### src/rtl/seq_101101_gen.sv
// seq_101101_gen: serial frame generator.
// A frame is the sync word 101101 (MSB first), then PAYLOAD_W payload bits
// (MSB first), optionally followed by one even-parity bit, then IDLE_GAP
// idle cycles. The frame ends with a one-cycle done pulse.
// Optional feature macro: SEQ_GEN_PARITY_EN (appends the even-parity bit).
//
// Handshake: data_out/valid are registered. A bit is transferred on every
// rising clk edge where valid=1 and ready=1; while ready=0 both data_out and
// valid hold, so no bit is ever skipped or repeated. start is only looked at
// in IDLE, and payload is captured on that same accepted edge.
//
// state_dbg exposes the FSM state encoding (IDLE=0, SYNC=1, PAYLOAD=2,
// PARITY=3, GAP=4) for checkers and debug.
module seq_101101_gen #(
    parameter int PAYLOAD_W = 8,
    parameter int IDLE_GAP  = 1
) (
    input  logic                 clk,
    input  logic                 rst,
    input  logic                 start,
    input  logic [PAYLOAD_W-1:0] payload,
    input  logic                 ready,
    output logic                 data_out,
    output logic                 valid,
    output logic                 busy,
    output logic                 done,
    output logic [2:0]           state_dbg
);

    localparam int         CNT_W    = (PAYLOAD_W > 1) ? $clog2(PAYLOAD_W) : 1;
    localparam logic [5:0] SYNC_PAT = 6'b101101;
    localparam logic [3:0] GAP_LOAD = (IDLE_GAP > 0) ? 4'(IDLE_GAP - 1) : 4'd0;

    typedef enum logic [2:0] {
        IDLE    = 3'd0,
        SYNC    = 3'd1,
        PAYLOAD = 3'd2,
`ifdef SEQ_GEN_PARITY_EN
        PARITY  = 3'd3,
`endif
        GAP     = 3'd4
    } state_t;

    state_t               state;
    logic [PAYLOAD_W-1:0] payload_q;  // frame data latched at start
    logic [2:0]           sync_cnt;   // index of sync bit on data_out, 5..0
    logic [CNT_W-1:0]     bit_cnt;    // index of payload bit on data_out
    logic [3:0]           gap_cnt;    // remaining gap cycles after this one
    logic                 last_xfer;  // final bit of the frame transfers now

    assign state_dbg = state;

    // Detect the edge that transfers the last bit of the frame.
    always_comb begin
        last_xfer = 1'b0;
`ifdef SEQ_GEN_PARITY_EN
        if (ready && state == PARITY)
            last_xfer = 1'b1;
`else
        if (ready && state == PAYLOAD && bit_cnt == '0)
            last_xfer = 1'b1;
`endif
    end

    // Frame FSM with registered outputs; reset overrides start and ready.
    always_ff @(posedge clk) begin
        if (rst) begin
            state     <= IDLE;
            payload_q <= '0;
            sync_cnt  <= '0;
            bit_cnt   <= '0;
            gap_cnt   <= '0;
            data_out  <= 1'b0;
            valid     <= 1'b0;
            busy      <= 1'b0;
            done      <= 1'b0;
        end else begin
            done <= 1'b0;
            if (last_xfer) begin
                // Frame complete: drop valid and pulse done on GAP entry.
                valid    <= 1'b0;
                data_out <= 1'b0;
                done     <= 1'b1;
                if (IDLE_GAP == 0) begin
                    state <= IDLE;
                    busy  <= 1'b0;
                end else begin
                    state   <= GAP;
                    gap_cnt <= GAP_LOAD;
                end
            end else begin
                case (state)
                    IDLE: begin
                        if (start) begin
                            payload_q <= payload;
                            sync_cnt  <= 3'd5;
                            state     <= SYNC;
                            valid     <= 1'b1;
                            busy      <= 1'b1;
                            data_out  <= SYNC_PAT[5];
                        end
                    end
                    SYNC: begin
                        if (ready) begin
                            if (sync_cnt == 3'd0) begin
                                state    <= PAYLOAD;
                                bit_cnt  <= CNT_W'(PAYLOAD_W - 1);
                                data_out <= payload_q[PAYLOAD_W-1];
                            end else begin
                                sync_cnt <= sync_cnt - 3'd1;
                                data_out <= SYNC_PAT[sync_cnt - 3'd1];
                            end
                        end
                    end
                    PAYLOAD: begin
                        if (ready) begin
                            if (bit_cnt != '0) begin
                                bit_cnt  <= bit_cnt - 1'b1;
                                data_out <= payload_q[bit_cnt - 1'b1];
                            end
`ifdef SEQ_GEN_PARITY_EN
                            else begin
                                state    <= PARITY;
                                data_out <= ^payload_q;
                            end
`endif
                        end
                    end
                    GAP: begin
                        if (gap_cnt == 4'd0) begin
                            state <= IDLE;
                            busy  <= 1'b0;
                        end else begin
                            gap_cnt <= gap_cnt - 4'd1;
                        end
                    end
                    default: begin
                        // PARITY waits here for ready; last_xfer ends it.
                        state <= state;
                    end
                endcase
            end
        end
    end

endmodule
### config.mk
export PLATFORM = sky130hd
export DESIGN_NAME = seq_101101_gen
export DESIGN_NICKNAME = d
export VERILOG_FILES = /design/src/rtl/seq_101101_gen.sv
export SDC_FILE = /design/constraint.sdc
export NUM_CORES = 1
export LEC_CHECK = 0
export CAP_MARGIN = 5
export CORE_ASPECT_RATIO = 1.25
export CORE_UTILIZATION = 25
export DETAILED_ROUTE_END_ITERATION = 16
export SETUP_SLACK_MARGIN = 0.1
export SLEW_MARGIN = 20
export SYNTH_ARGS = -nofsm -noshare
export SYNTH_HDL_FRONTEND = slang
export SYNTH_SLANG_ARGS = --single-unit
### constraint.sdc
create_clock -name clk -period 3.3 [get_ports clk]
set_input_delay 0.33 -clock clk [delete_from_list [all_inputs] [get_ports clk]]
set_output_delay 0.33 -clock clk [all_outputs]
set_load 0.02 [all_outputs]
==> impl_metrics.py <==
metrics = {
    "timing": {
        "setup_violations": 0,
        "timing_max_transition_violations_final": 0,
        "finalHoldWorstSlack_ns": 0.460,
        "rsz0062_at_grt": "no",
        "setup_total_negative_slack_ns": 0,
        "period_needed_ns": 1.99,
        "timing.final.hold_violations": 0,
        "layout_worst_path_cycle_share": 0.604,
        "timing.max_slew.rel_slack": 0.641,
        "timing.fmax_mhz": 502,
        "tightest_slew_ns": 0.538,
        "timing.clock.skew_ns": 0.00895,
    },
    "global_routing": {
        "global_route.usage.total": 0.106,
        "global_route.overflow_total": 0,
        "global_route_wire_length_before_repair_mm": 4.57,
        "grt_antenna_before_repair": 0,
        "first_global_vias": 1005,
        "grt_max_degree": 19,
    },
    "clocking": {
        "tritoncts": "built",
        "cts_buffer_depth": 2,
        "tritoncts.num_buffers": 3,
        "post_cts_buffers": 0,
        "cts-hold-fix-buffers": 0,
        "path_clk_slew_ns": 0.10,
        "numClockSinks": 25,
        "ctsHtreeMaxLevel": 1,
        "cts_repair_resize_count": 0,
        "clock_tree.root_cell": "clkbuf_8",
        "worst_skew_pair.late_latency_ns": 0.28,
    },
    "synth": {
        "synth.avg_cell_area_um2": 9.08,
        "synthesized_net_count": 161,
        "postSynthRegisterBits": 25,
        "synthCells": 144,
        "synth-edff-count": 0,
        "yosys_warnings": 0,
        "post-synth-top-area-cell": "dfxtp_1",
        "synth_area_um2": 1310,
        "ys_types": 45,
        "synth_top_area_share": 0.383,
        "synth_area_leaders": "dfxtp_1 38%, a21oi_1 6.1%, nand2_1 5.2%",
        "ys.flop_type": "dfxtp_1",
        "synth_seq_area_share": 0.383,
        "share_of_synthesized_flip_flops_with_an_asynchronous_set_or_reset": 0,
    },
    "setup_path": {
        "crit_path_top_delay_cell": "clkdlybuf4s50_1",
        "timing.critical_path.buf_inv": 1,
        "critical_path.top_delay_family": "buffers and inverters",
        "critical_path_required_ns": 2.97,
        "critPathArrivalTime_ns": 1.66,
        "path_cells": "clkdlybuf4s50_1",
        "critical_path_class": "flip-flop to output pin",
        "critical_path.endpoint_type": "output pin",
        "cp_slowest_stage_delay_ns": 0.71,
        "critical_path.startpoint_type": "flip-flop",
        "critical_path_peak_fanout": 14,
    },
    "routing": {
        "drc_violations_left": 0,
        "via_per_inst": 4.68,
        "drt_first_iter_violations": 32,
        "detailroute.via_count": 1039,
        "wirelength_mm": 2.61,
        "wire_per_inst_um": 11.7,
        "antenna_violating_nets_post_route": 0,
        "detail_route.first_pass.iterations": 4,
    },
    "job": {
        "max_cap_viol_count": 0,
    },
    "floorplan": {
        "ioPinCount": 19,
        "floorplan.die.height_um": 82.9,
        "fp-row-count": 29,
        "coreArea_um2": 5040,
        "chipWidth_um": 66.7,
        "die_area_um2": 5530,
        "initial_util": 0.259,
    },
    "outcome": {
        "status": "complete, no violations",
    },
    "placement": {
        "port-buffer-count": 18,
        "gpl.final_weighted_congestion": 0.788,
        "place_hpwl_mm": 1.88,
    },
    "worst_hold_path": {
        "worstHoldPathType": "flip-flop to flip-flop",
    },
    "final_layout": {
        "final_nets": 178,
        "most_common_library_cell_in_the_layout_ignoring_fill_and_taps": "dfxtp_1",
        "final_util": 0.312,
        "layout_common_cells": "25 x dfxtp_1, 18 x nand2_1, 18 x clkdlybuf4s50_1, 16 x a21oi_1, 10 x nor2_1",
        "syn2layout_area_growth_pct": 20.4,
        "fraction_of_layout_cells_with_a_size_suffix_above_1": 0.113,
        "number_of_antenna_repair_diodes": 0,
    },
    "power": {
        "total_leakage_power_nw": 0.556,
        "totalPowerFinal_w": 0.000806,
        "pwr_density_cell_nw_per_um2": 512,
        "ir_worst_vdd_mv": 0.203,
    },
}
cell usage after synthesis, drive strengths merged (2+ instances only):
cell	n
a211oi	4
a21boi	2
a21oi	16
and4	2
buf	5
clkbuf	2
dfxtp	25
ha	5
inv	9
mux4	2
nand2	18
nand2b	3
nand3	4
nor2	11
nor2b	3
nor3	5
nor3b	4
o41ai	2
xnor2	3
area by class of cell:
cell class	instances	area (um^2)
Clock buffer	3	41.3
Clock inverter	1	7.51
Fill cell	525	3470
Inverter	9	33.8
Multi-Input combinational cell	103	726
Sequential cell	25	500
Tap cell	62	77.6
Timing Repair Buffer	19	188
path summary, 6_finish.rpt:
check	startpoint	endpoint	slack [ns]	depth (start not counted)
worst max register to register	bit_cnt[0]	data_out	1.33	7
worst max-delay path	state_dbg[0]	state_dbg[0]	1.31	1
worst min register to register	payload_q[1]	payload_q[1]	0.46	2
worst min-delay path	payload_q[1]	payload_q[1]	0.46	2
stage by stage:
stage	worst slack (ns)	cell area, um^2	instances
2_1_floorplan	1.44	1310	144
3_3_place_gp	1.38	1530	218
3_5_place_dp	1.33	1530	218
4_1_cts	1.31	1570	222
5_1_grt	1.21	1570	222
6_report	1.31	1570	222
power by group:
part	total, W	internal [W]	switching [W]
Combinational	0.000239	0.000119	0.000120
Sequential	0.000374	0.000334	0.0000391
Clock	0.000193	0.0000860	0.000107
metal layers:
layer,GRT usage,vias up,wire length [um]
met2,0.160,18,1170
li1,-,542,-
met1,0.144,474,1310
met3,0.0206,5,77
met5,0,-,0
met4,0.0464,0,51
cell families after synthesis:
family,Yosys count,synth area share
multiplexers,4,0.0536
AO/OA/AOI/OAI,35,0.193
flip-flops,25,0.383
AND/OR/NAND/NOR,56,0.240
adder cells (fa/ha/maj),5,0.0478
buffers and inverters,16,0.0622
XOR/XNOR,3,0.0201
flip-flops by register name (all words and copies together), names as in the netlist:
name and count:
bit_cnt 3, done 1, data_out 1, gap_cnt 4, payload_q 8, state_dbg 3, valid 1, busy 1
sync_cnt 3
Power figures use the tool's default switching activity.
